**src/rtl/m68k_rom_bridge_if.sv**
```systemverilog
// Bus bundle between the 68040-side decode, the ROM bridge and the ROM controller.
// cpu_ts_n is low for one clock and opens a cycle. Each beat ends with exactly one
// TA_n or TEA_n pulse. rom_stb is a one-clock request, and rom_ack is a one-clock
// reply that may arrive any number of clocks later. There is no back-pressure.
interface m68k_rom_bridge_if #(
  parameter int ROM_AW = 22
) ();
  logic              cpu_ts_n;
  logic              cpu_rw;
  logic [1:0]        cpu_siz;
  logic [31:0]       cpu_addr;
  logic              rom_cs;
  logic              cpu_ta_n;
  logic              cpu_tea_n;
  logic [31:0]       cpu_data_o;
  logic              cpu_data_oe;
  logic              rom_stb;
  logic [3:0]        rom_sel;
  logic [ROM_AW-1:0] rom_addr;
  logic              rom_ack;
  logic [31:0]       rom_idata;

  modport master (
    input  cpu_ts_n, cpu_rw, cpu_siz, cpu_addr, rom_cs, rom_ack, rom_idata,
    output cpu_ta_n, cpu_tea_n, cpu_data_o, cpu_data_oe, rom_stb, rom_sel, rom_addr
  );

  modport slave (
    output cpu_ts_n, cpu_rw, cpu_siz, cpu_addr, rom_cs, rom_ack, rom_idata,
    input  cpu_ta_n, cpu_tea_n, cpu_data_o, cpu_data_oe, rom_stb, rom_sel, rom_addr
  );
endinterface

```
**src/rtl/m68k_rom_bridge.sv**
```systemverilog
// 68040 read front end for the boot ROM. It splits CPU cycles into longword ROM
// requests, rejects writes, and turns a hung ROM into a bus error.
module m68k_rom_bridge #(
  parameter int ROM_AW  = 22,
  parameter int TIMEOUT = 1023
) (
  input  logic                clk,
  input  logic                rst,
  m68k_rom_bridge_if.master   bus,
  output logic [2:0]          dbg_state_o
);
  localparam int CW = $clog2(TIMEOUT + 1);
  localparam logic [1:0] SIZ_LONG = 2'b00;
  localparam logic [1:0] SIZ_BYTE = 2'b01;
  localparam logic [1:0] SIZ_WORD = 2'b10;
  localparam logic [1:0] SIZ_LINE = 2'b11;

  typedef enum logic [2:0] {
    IDLE = 3'd0,
    REQ  = 3'd1,
    WAIT = 3'd2,
    ACK  = 3'd3,
    ERR  = 3'd4
  } state_t;

  state_t            state_q, state_d;
  logic [1:0]        beat_q, beat_d;
  logic              stale_q, stale_d;
  logic [CW-1:0]     cnt_q, cnt_d;
  logic [1:0]        siz_q, siz_d;
  logic [ROM_AW-1:0] addr_q, addr_d;
  logic [3:0]        sel_q, sel_d;
  logic [31:0]       data_q, data_d;
  logic              oe_q, oe_d;
  logic              stb_q, stb_d;
  logic              ta_n_q, ta_n_d;
  logic              tea_n_q, tea_n_d;

  function automatic logic [3:0] lane_sel(input logic [1:0] siz, input logic [1:0] a);
    logic [3:0] s;
    case (siz)
      SIZ_WORD: s = a[1] ? 4'b0011 : 4'b1100;
      SIZ_BYTE: s = 4'b1000 >> a;
      SIZ_LONG,
      SIZ_LINE: s = 4'b1111;
      default:  s = 4'b1111;
    endcase
    return s;
  endfunction

  always_ff @(posedge clk or negedge rst) begin
    if (!rst) begin
      state_q <= IDLE;
      beat_q  <= 2'd0;
      stale_q <= 1'b0;
      cnt_q   <= '0;
      siz_q   <= 2'b00;
      addr_q  <= '0;
      sel_q   <= 4'b0000;
      data_q  <= 32'h0;
      oe_q    <= 1'b0;
      stb_q   <= 1'b0;
      ta_n_q  <= 1'b1;
      tea_n_q <= 1'b1;
    end else begin
      state_q <= state_d;
      beat_q  <= beat_d;
      stale_q <= stale_d;
      cnt_q   <= cnt_d;
      siz_q   <= siz_d;
      addr_q  <= addr_d;
      sel_q   <= sel_d;
      data_q  <= data_d;
      oe_q    <= oe_d;
      stb_q   <= stb_d;
      ta_n_q  <= ta_n_d;
      tea_n_q <= tea_n_d;
    end
  end

  always_comb begin
    state_d = state_q;
    beat_d  = beat_q;
    // An ack owed to a timed-out request is swallowed wherever it lands.
    stale_d = stale_q & ~bus.rom_ack;
    cnt_d   = cnt_q;
    siz_d   = siz_q;
    addr_d  = addr_q;
    sel_d   = sel_q;
    data_d  = data_q;
    oe_d    = oe_q;
    stb_d   = 1'b0;
    ta_n_d  = 1'b1;
    tea_n_d = 1'b1;
    case (state_q)
      IDLE: begin
        if (!bus.cpu_ts_n && bus.rom_cs) begin
          addr_d = bus.cpu_addr[ROM_AW+1:2];
          siz_d  = bus.cpu_siz;
          sel_d  = lane_sel(bus.cpu_siz, bus.cpu_addr[1:0]);
          beat_d = 2'd0;
          if (!bus.cpu_rw) begin
            tea_n_d = 1'b0;
            state_d = ERR;
          end else begin
            oe_d    = 1'b1;
            state_d = REQ;
          end
        end
      end
      REQ: begin
        if (!stale_q) begin
          stb_d   = 1'b1;
          cnt_d   = '0;
          state_d = WAIT;
        end
      end
      WAIT: begin
        if (bus.rom_ack) begin
          data_d  = bus.rom_idata;
          ta_n_d  = 1'b0;
          state_d = ACK;
        end else if (cnt_q == CW'(TIMEOUT)) begin
          stale_d = 1'b1;
          oe_d    = 1'b0;
          tea_n_d = 1'b0;
          state_d = ERR;
        end else begin
          cnt_d = cnt_q + CW'(1);
        end
      end
      ACK: begin
        if (siz_q == SIZ_LINE && beat_q != 2'd3) begin
          beat_d      = beat_q + 2'd1;
          addr_d[1:0] = addr_q[1:0] + 2'd1;
          state_d     = REQ;
        end else begin
          oe_d    = 1'b0;
          state_d = IDLE;
        end
      end
      ERR: begin
        state_d = IDLE;
      end
      default: begin
        state_d = IDLE;
      end
    endcase
  end

  if (ROM_AW < 30) begin : g_unused
    logic unused_addr;
    assign unused_addr = ^bus.cpu_addr[31:ROM_AW+2];
  end

  assign bus.cpu_ta_n    = ta_n_q;
  assign bus.cpu_tea_n   = tea_n_q;
  assign bus.cpu_data_o  = data_q;
  assign bus.cpu_data_oe = oe_q;
  assign bus.rom_stb     = stb_q;
  assign bus.rom_sel     = sel_q;
  assign bus.rom_addr    = addr_q;
  assign dbg_state_o     = state_q;
endmodule
```
**src/flat_wrapper.sv**
```systemverilog
// flat-port wrapper written by rule: the top's interface ports become plain ports
module m68k_rom_bridge_flat 
#(
  parameter int ROM_AW  = 22,
  parameter int TIMEOUT = 1023
)
  (clk, rst, dbg_state_o, bus_cpu_ts_n, bus_cpu_rw, bus_cpu_siz, bus_cpu_addr, bus_rom_cs, bus_rom_ack, bus_rom_idata, bus_cpu_ta_n, bus_cpu_tea_n, bus_cpu_data_o, bus_cpu_data_oe, bus_rom_stb, bus_rom_sel, bus_rom_addr);
  m68k_rom_bridge_if #(.ROM_AW(ROM_AW)) bus_i ();
  input  logic clk;
  input  logic rst;
  output logic [2:0] dbg_state_o;
  input wire logic [$bits(bus_i.cpu_ts_n)-1:0] bus_cpu_ts_n;
  input wire logic [$bits(bus_i.cpu_rw)-1:0] bus_cpu_rw;
  input wire logic [$bits(bus_i.cpu_siz)-1:0] bus_cpu_siz;
  input wire logic [$bits(bus_i.cpu_addr)-1:0] bus_cpu_addr;
  input wire logic [$bits(bus_i.rom_cs)-1:0] bus_rom_cs;
  input wire logic [$bits(bus_i.rom_ack)-1:0] bus_rom_ack;
  input wire logic [$bits(bus_i.rom_idata)-1:0] bus_rom_idata;
  output wire logic [$bits(bus_i.cpu_ta_n)-1:0] bus_cpu_ta_n;
  output wire logic [$bits(bus_i.cpu_tea_n)-1:0] bus_cpu_tea_n;
  output wire logic [$bits(bus_i.cpu_data_o)-1:0] bus_cpu_data_o;
  output wire logic [$bits(bus_i.cpu_data_oe)-1:0] bus_cpu_data_oe;
  output wire logic [$bits(bus_i.rom_stb)-1:0] bus_rom_stb;
  output wire logic [$bits(bus_i.rom_sel)-1:0] bus_rom_sel;
  output wire logic [$bits(bus_i.rom_addr)-1:0] bus_rom_addr;
  assign bus_i.cpu_ts_n = bus_cpu_ts_n;
  assign bus_i.cpu_rw = bus_cpu_rw;
  assign bus_i.cpu_siz = bus_cpu_siz;
  assign bus_i.cpu_addr = bus_cpu_addr;
  assign bus_i.rom_cs = bus_rom_cs;
  assign bus_i.rom_ack = bus_rom_ack;
  assign bus_i.rom_idata = bus_rom_idata;
  assign bus_cpu_ta_n = bus_i.cpu_ta_n;
  assign bus_cpu_tea_n = bus_i.cpu_tea_n;
  assign bus_cpu_data_o = bus_i.cpu_data_o;
  assign bus_cpu_data_oe = bus_i.cpu_data_oe;
  assign bus_rom_stb = bus_i.rom_stb;
  assign bus_rom_sel = bus_i.rom_sel;
  assign bus_rom_addr = bus_i.rom_addr;
  m68k_rom_bridge #(.ROM_AW(ROM_AW), .TIMEOUT(TIMEOUT)) u_core (.clk(clk), .rst(rst), .bus(bus_i), .dbg_state_o(dbg_state_o));
endmodule
```
**config.mk**
```make
export PLATFORM = sky130hd
export DESIGN_NAME = m68k_rom_bridge_flat
export DESIGN_NICKNAME = d
export VERILOG_FILES = /design/src/rtl/m68k_rom_bridge_if.sv /design/src/rtl/m68k_rom_bridge.sv /design/src/flat_wrapper.sv
export SDC_FILE = /design/constraint.sdc
export NUM_CORES = 1
export LEC_CHECK = 0
export CORE_UTILIZATION = 47
export CTS_CLUSTER_SIZE = 30
export DETAILED_ROUTE_END_ITERATION = 7
export GPL_TIMING_DRIVEN = 1
export PLACE_DENSITY = 0.86
export SLEW_MARGIN = 20
export SYNTH_ARGS = -nofsm -noshare
export SYNTH_HDL_FRONTEND = slang
export SYNTH_SLANG_ARGS = --single-unit
export TNS_END_PERCENT = 50
```
**constraint.sdc**
```tcl
create_clock -name clk -period 3.6 [get_ports clk]
set_input_delay 1.08 -clock clk [delete_from_list [all_inputs] [get_ports clk]]
set_output_delay 1.08 -clock clk [all_outputs]
set_load 0.02 [all_outputs]
```
After elaboration in Yosys (flattened, before gate mapping)
Index checks and enable logic that the tools add are counted.
{ "word_totals": {"register_bits": 80, "output_inout_bits": 65, "in_bits": 72, "wordCells": 89} }
{ "classes": {"shift": 1, "reduce_logical": 15, "add_sub_neg": 3, "n_bitwise": 2, "n_mux": 37, "eq_ne": 18} }
{ "ops": {"columns": ["op", "n"], "rows": [
  ["$mux W10", 3],
  ["$pmux W10 S2", 1],
  ["$mux W1", 17],
  ["$mux W3", 5],
  ["$ne A2 B2 Y1 const B", 6],
  ["$pmux W3 S4", 1],
  ["$pmux W4 S3", 1],
  ["$add A10 B1 Y10 const B", 1],
  ["$eq A10 B10 Y1 const B", 1],
  ["$mux W2", 4],
  ["$pmux W2 S2", 2],
  ["$eq A2 B2 Y1 const B", 3],
  ["$eq A3 B2 Y1 const B", 2],
  ["$ne A2 B1 Y1 const B", 3],
  ["$reduce_and A3 Y1", 2],
  ["$reduce_and A6 Y1", 1],
  ["$add A2 B1 Y2 const B", 2],
  ["$mux W4", 1],
  ["$reduce_and A2 Y1", 2],
  ["$reduce_and A4 Y1", 1],
  ["$reduce_bool A2 Y1", 2],
  ["$shr A4 B2 Y4 const A", 1],
  ["$eq A3 B1 Y1 const B", 1],
  ["$logic_not A3 Y1", 1],
  ["11 further kinds", 12]
]} }

Logic depth before layout (Yosys ltp)
Gate-level depths: netlist (run 1).
{ "depth": {"ltp_word": 5, "depth_mapped": 7, "mapped_depth_nobuf": 5} }

Least setup slack after synthesis (run 1)
OpenSTA, ideal clock, no wires.
{ "synth_timing": {"path_type": "input to register", "start": "input port bus_rom_ack", "end": "register u_core.cnt_q[3]", "required_time_ps": 3531, "slack_ps": 1391, "cell_stages": 3, "arrival_time_ps": 2140, "path_buffers": 0, "setup_time_ps": 69, "cell_sequence": "or4b_4 -> or4_1 -> nand3_1"} }
{ "synth_between": {"elab_chain_len": 2} }
{ "synth_lines": {"columns": ["item", "line_no", "text"], "rows": [
  ["start: declaration", "flat_wrapper.sv:17", "input wire logic [$bits(bus_i.rom_ack)-1:0] bus_rom_ack;"],
  ["$ne A2 B2 Y1 (no source line)", null, null],
  ["$reduce_and A4 Y1 (no source line)", null, null],
  ["end signal: assignment", "m68k_rom_bridge.sv:69", "cnt_q <= cnt_d;"],
  ["end: declaration", "m68k_rom_bridge.sv:29", "logic [CW-1:0] cnt_q, cnt_d;"]
]} }
Every way passes these cells.
A chain may end at the register's enable or synchronous reset.

Worst setup path in the final report (run 1)
{ "layout_timing": {"start": "register u_core.state_q[1] (netlist: u_core.dbg_state_o[1])", "end": "output port dbg_state_o[1]"} }
{ "layout_lines": {"columns": ["item", "line_no", "text"], "rows": [
  ["start: declaration", "m68k_rom_bridge.sv:26", "state_t state_q, state_d;"],
  ["start signal: assignment", "m68k_rom_bridge.sv:66", "state_q <= state_d;"],
  ["end: declaration", "flat_wrapper.sv:11", "output logic [2:0] dbg_state_o;"]
]} }
No word-level cell between the ends.

==> impl_summary.md, run 1 <==
Run status
The flow ran to the end, and the final reports show no timing, DRC or antenna violations.

Finish
From synthesis to final layout, the design area changed by 45.38%. The share of cells above drive strength 1 is 20.40%. The number of nets in the final layout is 473.

The repair_antennas step left the layout with diodes totalling 0. In the layout the commonest cells are 127 x clkdlybuf4s50_1, 78 x dfrtp_1, 53 x mux2_2. The count of cells in the finished layout, fillers not included, comes to 501.

The library cell used most frequently in the layout, excluding fill and tap cells, is clkdlybuf4s50_1.

Place
Summed over all nets, the half-perimeter wirelength after detailed placement is 5461 um. The number of placed instances, taps included, is 485. The worst slack after detailed placement is 0.7720 ns. At the end of routability-driven placement, the weighted congestion stood at 0.7593. In this run the tool buffered the top-level ports with 128 buffer cells.

CTS
In this run the post-CTS setup repair buffer count came out at 0. After clock tree synthesis, the flow added hold-fix buffers numbering 0. The number of clock sinks is 80. TritonCTS built the clock tree. At the later pin of the worst-skew pair, clock insertion delay measures 0.35 ns. The H-tree depth is 3. The count of instances resized after the clock tree is built is 0.

Clock-pin slew was measured on the worst setup and hold paths at 0.09 ns. The maximum clock path buffer count is 2. The number of buffers added by the clock tree synthesis step is 9. In this run the clock root is driven by a clkbuf_8.

Global route
The number of global-route vias before repair is 2672. The initial antenna violation count is 0. The global-route wire length before repair is 12430 um.

Global routing used 21.10% of the available tracks across all layers. The pin count of the biggest net entering global routing is 81. The overall overflow remaining after global route is 0.

Route
The via density per instance is 5.192. The first-pass detailed-route iteration total is 4. Wires add up to 7754 um. In the routed design, unresolved DRC markers number 0. The via total after detailed routing is 2601. The number of DRC markers after the initial detailed-route iteration is 161. The wire length per cell after detailed routing is 15.48 um. The detail route stage leaves a number of antenna-violating nets equal to 0.

Power and ir drop
The maximum vdd ir drop is 0.0004606 V. The sequential share of power is 36.3%. Cell internal power was estimated by the tool at 0.002771 W.

The share of total power dissipated in combinational logic is 46.2%. The power per cell area is 842.1 nW/um^2. Net switching is 34.99% of the power. The clock network accounts for 17.5% of the total power.

The analysis attributes to net switching a power of 0.001492 W. Summed over all cells, the static leakage comes to 2.162 nW.

STA
Setup repair after global routing left no endpoint under its margin. The shortest clock period the worst path allows after layout is 2.780 ns. The setup skew after layout is 0.007944 ns. The aggregate negative setup slack is 0 ns.

The count of endpoints failing hold in the final timing report is 0. The share of the clock period used by the worst path after layout is 77.22%. Static timing analysis puts the maximum clock frequency at 359.7 MHz.

The actual slew at the worst max-slew pin is 0.7106 ns. Setup violations remaining at the end of the flow were counted as 0. The number of pins exceeding their max-slew limit in the final report is 0. Setup slack closes at 0.8200 ns. In this run the tightest slew margin relative to its limit is 52.63%. Hold is met by 0.5010 ns.

Synthesis
Synthesis inferred 80 register bits. In this run, synthesis inferred 0 flip-flops with an integrated enable. For this run, the number of Yosys warnings is 0. The count of different cell masters after synthesis is 52. The main flop type after synthesis is dfrtp_1. Summed over its instances, the top area cell type makes up 56.05% of the synthesized netlist area. The synthesized net count is 344. Summing every instance area after synthesis gives 3482 um^2. The number of cells produced by synthesis is 268.

The average footprint of a synthesized cell is 12.99 um^2. In the synthesized netlist the async set-or-reset flop fraction comes to 100.0%. Yosys attributes the largest share of cell area to dfrtp_1 56%, mux2_2 17%, nand2_1 2.3%. The largest area contributor in the synthesized netlist is dfrtp_1. The portion of the post-synthesis area used by sequential elements is 57.56%.

Die
The count of pins on the block boundary is 137. The placeable core area is 7214 um^2. The vertical die dimension is 88.08 um.

The horizontal extent of the die is 88.08 um. The area enclosed by the die boundary is 7757 um^2. Once the floorplan was initialized, standard cells occupied 48.27% of the core. The number of placement rows is 31.

Critical path
On the worst path, the slowest cell contributes a delay of 0.70 ns. Of all nets on the critical path, the largest fanout is 16. The classification of the worst setup path is flip-flop to output port. At the worst endpoint, the arrival time is 1.70 ns. The family of cells with the greatest summed delay on the critical path is buffers and inverters. The source of the worst register-to-register timing path is u_core.dbg_state_o[1]$_DFFE_PN0P_. Counting both buffers and inverters, the worst setup path holds a total of 1. The critical path goes through clkdlybuf4s50_1.

For the worst setup path, the data required time is 2.52 ns. For this design, the slowest cell found on the critical path is clkdlybuf4s50_1. The nature of the critical path startpoint is a flip-flop.

The endpoint class of the critical path is an output port. In this run the worst setup path begins at u_core.dbg_state_o[1]$_DFFE_PN0P_.

Min path
The worst hold path belongs to the class flip-flop to flip-flop. The worst hold path begins at u_core.bus.rom_sel[2]$_DFFE_PN0P_.

Flow run
The total of max-cap violations is 0.
final timing paths:
| path | to | slack [ns] | cells past startpoint |
|---|---|---|---|
| max | dbg_state_o[1] | 0.82 | 1 |
| min | u_core.bus.rom_sel[2]$_DFFE_PN0P_ | 0.50 | 2 |
| max reg2reg | u_core.bus.cpu_data_o[31]$_DFFE_PN0P_ | 1.56 | 5 |
| min reg2reg | u_core.bus.rom_sel[2]$_DFFE_PN0P_ | 0.50 | 2 |
| max in group asynchronous | u_core.bus.cpu_data_o[22]$_DFFE_PN0P_ | 2.35 | 1 |
| min in group asynchronous | u_core.beat_q[0]$_DFFE_PN0P_ | 0.78 | 1 |
Yosys cell counts (all sizes together), types with 2 or more instances:
master and n:
nand3b 2, a22o 3, or4 2, o31ai 5, inv 9, o22a 2
a21oi 3, and3 4, nand3 5, o21ai 9, and4 3, ha 4
and3b 2, mux2 53, o211ai 2, a31oi 3, nor3 2, clkbuf 2
nor3b 4, and2 2, a211oi 2, nand2 21, or3 2, a221o 2
nand4 3, dfrtp 78, nor2 9, dfstp 2, buf 11
sequential cells by signal, indices dropped and copies added, names as in the netlist, 2 cells and up:
register	cells
u_core.bus.rom_addr	22
u_core.beat_q	2
u_core.cnt_q	10
u_core.bus.rom_sel	4
u_core.dbg_state_o	3
u_core.bus.cpu_data_o	32
u_core.siz_q	2
power by group through the flow:
stage	combinational (W)	sequential, W	clock, W
floorplan	0.000628	0.00195	0
global placement	0.00195	0.00153	0
detailed placement	0.00198	0.00156	0
CTS	0.00199	0.00155	0.000772
global route	0.00210	0.00160	0.000804
finish	0.00197	0.00155	0.000747
cell type report:
class	count	area (um^2)
fill	512	2152
sequential	80	2004
multi-input combinational	166	1364
timing repair buffer	131	1305
clock buffer	12	155.1
tap	99	123.9
clock inverter	4	76.32
inverter	9	33.78
kinds of logic after synthesis:
family,count (synthesis),synth area share (%)
AOI/OAI and AO/OA,41,9.163
adders and majority gates,4,1.437
DFF,80,57.56
xor gates and xnor gates,1,0.2516
buffers and inverters,22,3.270
muxes,54,17.43
and+or+nand+nor,66,10.89
layer usage:
metal  part of all wire (%)  track usage, %  vias to the layer above
li1                       -               -                     1222
met1                     39           25.83                     1285
met2                     52           34.04                       87
met3                    8.6           8.860                        7
met4                   0.81           6.745                        0
met5                      0               0                        -
worst min-delay path, delay by kind of cell, from the launching register on:
| kind | cells | cell delay, ns |
|---|---|---|
| compound gates | 1 | 0.06 |
| flops | 1 | 0.36 |
| simple gates | 1 | 0.05 |
per-stage QoR:
step                      power [W]  util [%]  cell area [um^2]
final                      0.004263     70.17              5062
after global routing       0.004505     70.17              5062
after CTS                  0.004314     70.12              5059
after detailed placement   0.003544     66.91              4827
after global placement     0.003480     66.91              4827
after floorplan            0.002582         -              3482
Power figures use the tool's default switching activity.
==> run 2: changes to the inputs <==
- CORE_UTILIZATION: 47 -> 44
- PLACE_DENSITY: 0.86 -> 0.81
- clock period: 3.6 -> 2.8 ns (I/O delays scaled with it)
==> run 2 against run 1 <==
Compared with the run above: sequential power increased by 26%; global-route usage is 2.0 points lower; clock power rose by 2.9%; sequential cell count is the same; final area shrank 0.42%; critical endpoint is now dbg_state_o[0]; die area grew 6.7%; largest power group unchanged; critical path type unchanged; critical path depth unchanged; via count barely moved; first-iteration DRC count down 25%.
==> impl_summary.md, run 2 (synthesis gave the netlist of run 1 again) <==
Critical path
The family of cells with the greatest summed delay on the critical path is buffers and inverters (unchanged). The slowest stage cell on the critical path is clkdlybuf4s50_1 (unchanged). The nature of the critical path startpoint is a flip-flop (unchanged). The top fanout value on the critical path was 16 (unchanged). The signal arrival time at the worst endpoint is 1.65 ns (was 1.70 ns). The critical path's largest stage delay is 0.69 ns (was 0.70 ns). The classification of the worst setup path is flip-flop to output port (unchanged).

The endpoint class of the critical path is an output port (unchanged). Crit-path cells: clkdlybuf4s50_1 (unchanged). The critical path buffer and inverter count is 1 (unchanged). The required time of the worst setup path is 1.96 ns (was 2.52 ns).

Flow run
The total of max-cap violations was 0 (unchanged).

Die
The area enclosed by the die boundary was 8274 um^2 (was 7757 um^2). The horizontal extent of the die is 90.96 um (was 88.08 um). The vertical die dimension is 90.96 um (was 88.08 um).

The count of pins on the block boundary is 137 (unchanged). The number of placement rows came to 32 (was 31). The placeable core area is 7687 um^2 (was 7214 um^2). The initial core utilization was 45.30% (was 48.27%).

CTS
The clock input transition at the sequential cells of the worst setup and hold paths is 0.08 ns (was 0.09 ns). The count of instances resized after the clock tree is built is 0 (unchanged). The count of hold-fix buffers inserted at cts is 0 (unchanged).

The number of clock sinks came to 80 (unchanged). The clock root buffer was clkbuf_8 (unchanged). The H-tree depth came to 3 (unchanged). The maximum clock path buffer count was 2 (unchanged). The CTS tree is yes (unchanged).

The number of buffers inserted by post-CTS setup repair is 0 (unchanged). The clock latency of the later-clocked register in the worst-skew pair is 0.34 ns (was 0.35 ns). The number of buffers added by the clock tree synthesis step is 9 (unchanged).

Finish
The share of cells above drive strength 1 was 21.04% (was 20.40%). The utilization after layout came to 65.58% (was 70.17%). The antenna diode count is 0 (unchanged). The most common cell after layout, fill and taps aside is clkdlybuf4s50_1 (unchanged). The post-synthesis to final-layout area growth is 44.77% (was 45.38%). Top library cells by usage in the layout, fill and taps aside: 127 x clkdlybuf4s50_1, 78 x dfrtp_1, 53 x mux2_2 (unchanged). The number of nets in the final layout is 475 (was 473). The flip-flop count of the largest register after layout is 32 (unchanged).

Route
The number of nets with antenna violations after routing is 0 (unchanged). The first-pass detailed-route iteration total came to 4 (unchanged). The wire length per cell after detailed routing is 14.85 um (was 15.48 um). The number of DRC markers after the initial detailed-route iteration came to 121 (was 161). The via density per instance came to 5.136 (was 5.192). The wire length after detailed routing is 7513 um (was 7754 um).

The via total after detailed routing is 2599 (was 2601). The number of DRC violations after detailed routing is 0 (unchanged).

Run status
Result of the run: finished clean (unchanged).

Global route
The aggregate global-route resource usage came to 19.14% (was 21.10%). The initial antenna violation count came to 0 (unchanged). The pin count of the biggest net entering global routing is 47 (was 81).

The overall overflow remaining after global route was 0 (unchanged). The number of global-route vias before repair came to 2750 (was 2672). The global-route wire length before repair came to 12590 um (was 12430 um).

STA
The number of pins exceeding their max-slew limit in the final report came to 0 (unchanged). The actual slew at the worst max-slew pin came to 0.5781 ns (was 0.7106 ns). For this run, the top clock speed supported by timing is 401.7 MHz. Unrepaired setup endpoints after global routing: false (unchanged). The count of endpoints failing hold in the final timing report came to 0 (unchanged). The post-route worst setup slack came to 0.3107 ns (was 0.8200 ns). The final setup violation count came to 0 (unchanged). The aggregate negative setup slack came to 0 ns (unchanged).

The setup skew after layout is 0.005778 ns (was 0.007944 ns). The shortest clock period the worst path allows after layout is 2.489 ns. The final critical path takes up 88.90% of the cycle. The headroom to the max-slew limit was 61.46% (was 52.63%).

Power and ir drop
The overall power after layout is 0.005282 W (was 0.004263 W). The leakage power summed over all cells came to 2.147 nW (was 2.162 nW). The maximum vdd ir drop was 0.0006201 V (was 0.0004606 V).

The power per cell area is 1048 nW/um^2 (was 842.1 nW/um^2).

Place
The number of port buffers is 128 (unchanged). The final weighted congestion of routability-driven global placement is 0.7794 (was 0.7593). The worst slack after detailed placement is 0.2234 ns (was 0.7720 ns). The placed wire-length estimate after detailed placement was 5470 um (was 5461 um).

Min path
The path category of the worst min-delay check is input pin to asynchronous set/reset pin (was flip-flop to flip-flop).
## run 2: cell types whose count changed in the layout (fill, tap and decap cells not counted)
cell	delta
buf_6	-1
clkbuf_1	-1
clkinv_2	+1
bufinv_16	-2
clkinv_4	+1
clkinvlp_4	+2
buf_12	+1
buf_4	+2
clkbuf_8	-1
## run 2: area by class of cell
type,instances,area [um^2]
Inverter,9,33.78
Timing Repair Buffer,133,1329
Clock buffer,10,137.6
Tap cell,102,127.6
Fill cell,585,2646
Clock inverter,6,45.04
Sequential cell,80,2004
Multi-Input combinational cell,166,1364
## run 2: worst paths after layout
check	slack, ns	cells past startpoint	to	start
min in group clk	0.50	2	u_core.bus.rom_sel[3]$_DFFE_PN0P_	u_core.bus.rom_sel[3]$_DFFE_PN0P_
max in group asynchronous	1.70	2	u_core.bus.cpu_ta_n$_DFF_PN1_	rst
hold reg to reg	0.50	2	u_core.bus.rom_sel[3]$_DFFE_PN0P_	u_core.bus.rom_sel[3]$_DFFE_PN0P_
setup / recovery	0.31	1	dbg_state_o[0]	u_core.dbg_state_o[0]$_DFFE_PN0P_
hold / removal	0.44	1	u_core.dbg_state_o[1]$_DFFE_PN0P_	rst
setup reg to reg	0.78	5	u_core.bus.cpu_data_o[26]$_DFFE_PN0P_	u_core.dbg_state_o[2]$_DFFE_PN0P_
## run 2: where the power goes
group / leakage (nW) / total [W] / switching (W) / internal [W]
sequential: 0.976 / 0.00195 / 0.000292 / 0.00166
clock: 0.0845 / 0.000769 / 0.000422 / 0.000347
combinational: 1.09 / 0.00256 / 0.00120 / 0.00136
total: 2.15 / 0.00528 / 0.00191 / 0.00337
## run 2: stage by stage
step / instances / hold slack (ns) / area, um^2
after floorplan: 268 / 0.4538 / 3482
after global placement: 490 / 0.4708 / 4858
after detailed placement: 490 / 0.4832 / 4858
after CTS: 506 / 0.4523 / 5041
after global routing: 506 / 0.4610 / 5041
final: 506 / 0.4395 / 5041
## run 2: metal layers
layer  wire [um]  share of wire [%]  up-vias  global-route usage [%]
met5           0                  0        -                       0
met4          93                1.2        0                   4.894
met3         642                8.5        9                   8.375
met2        3669                 49       86                   31.12
met1        3107                 41     1275                   23.36
li1            -                  -     1229                       -
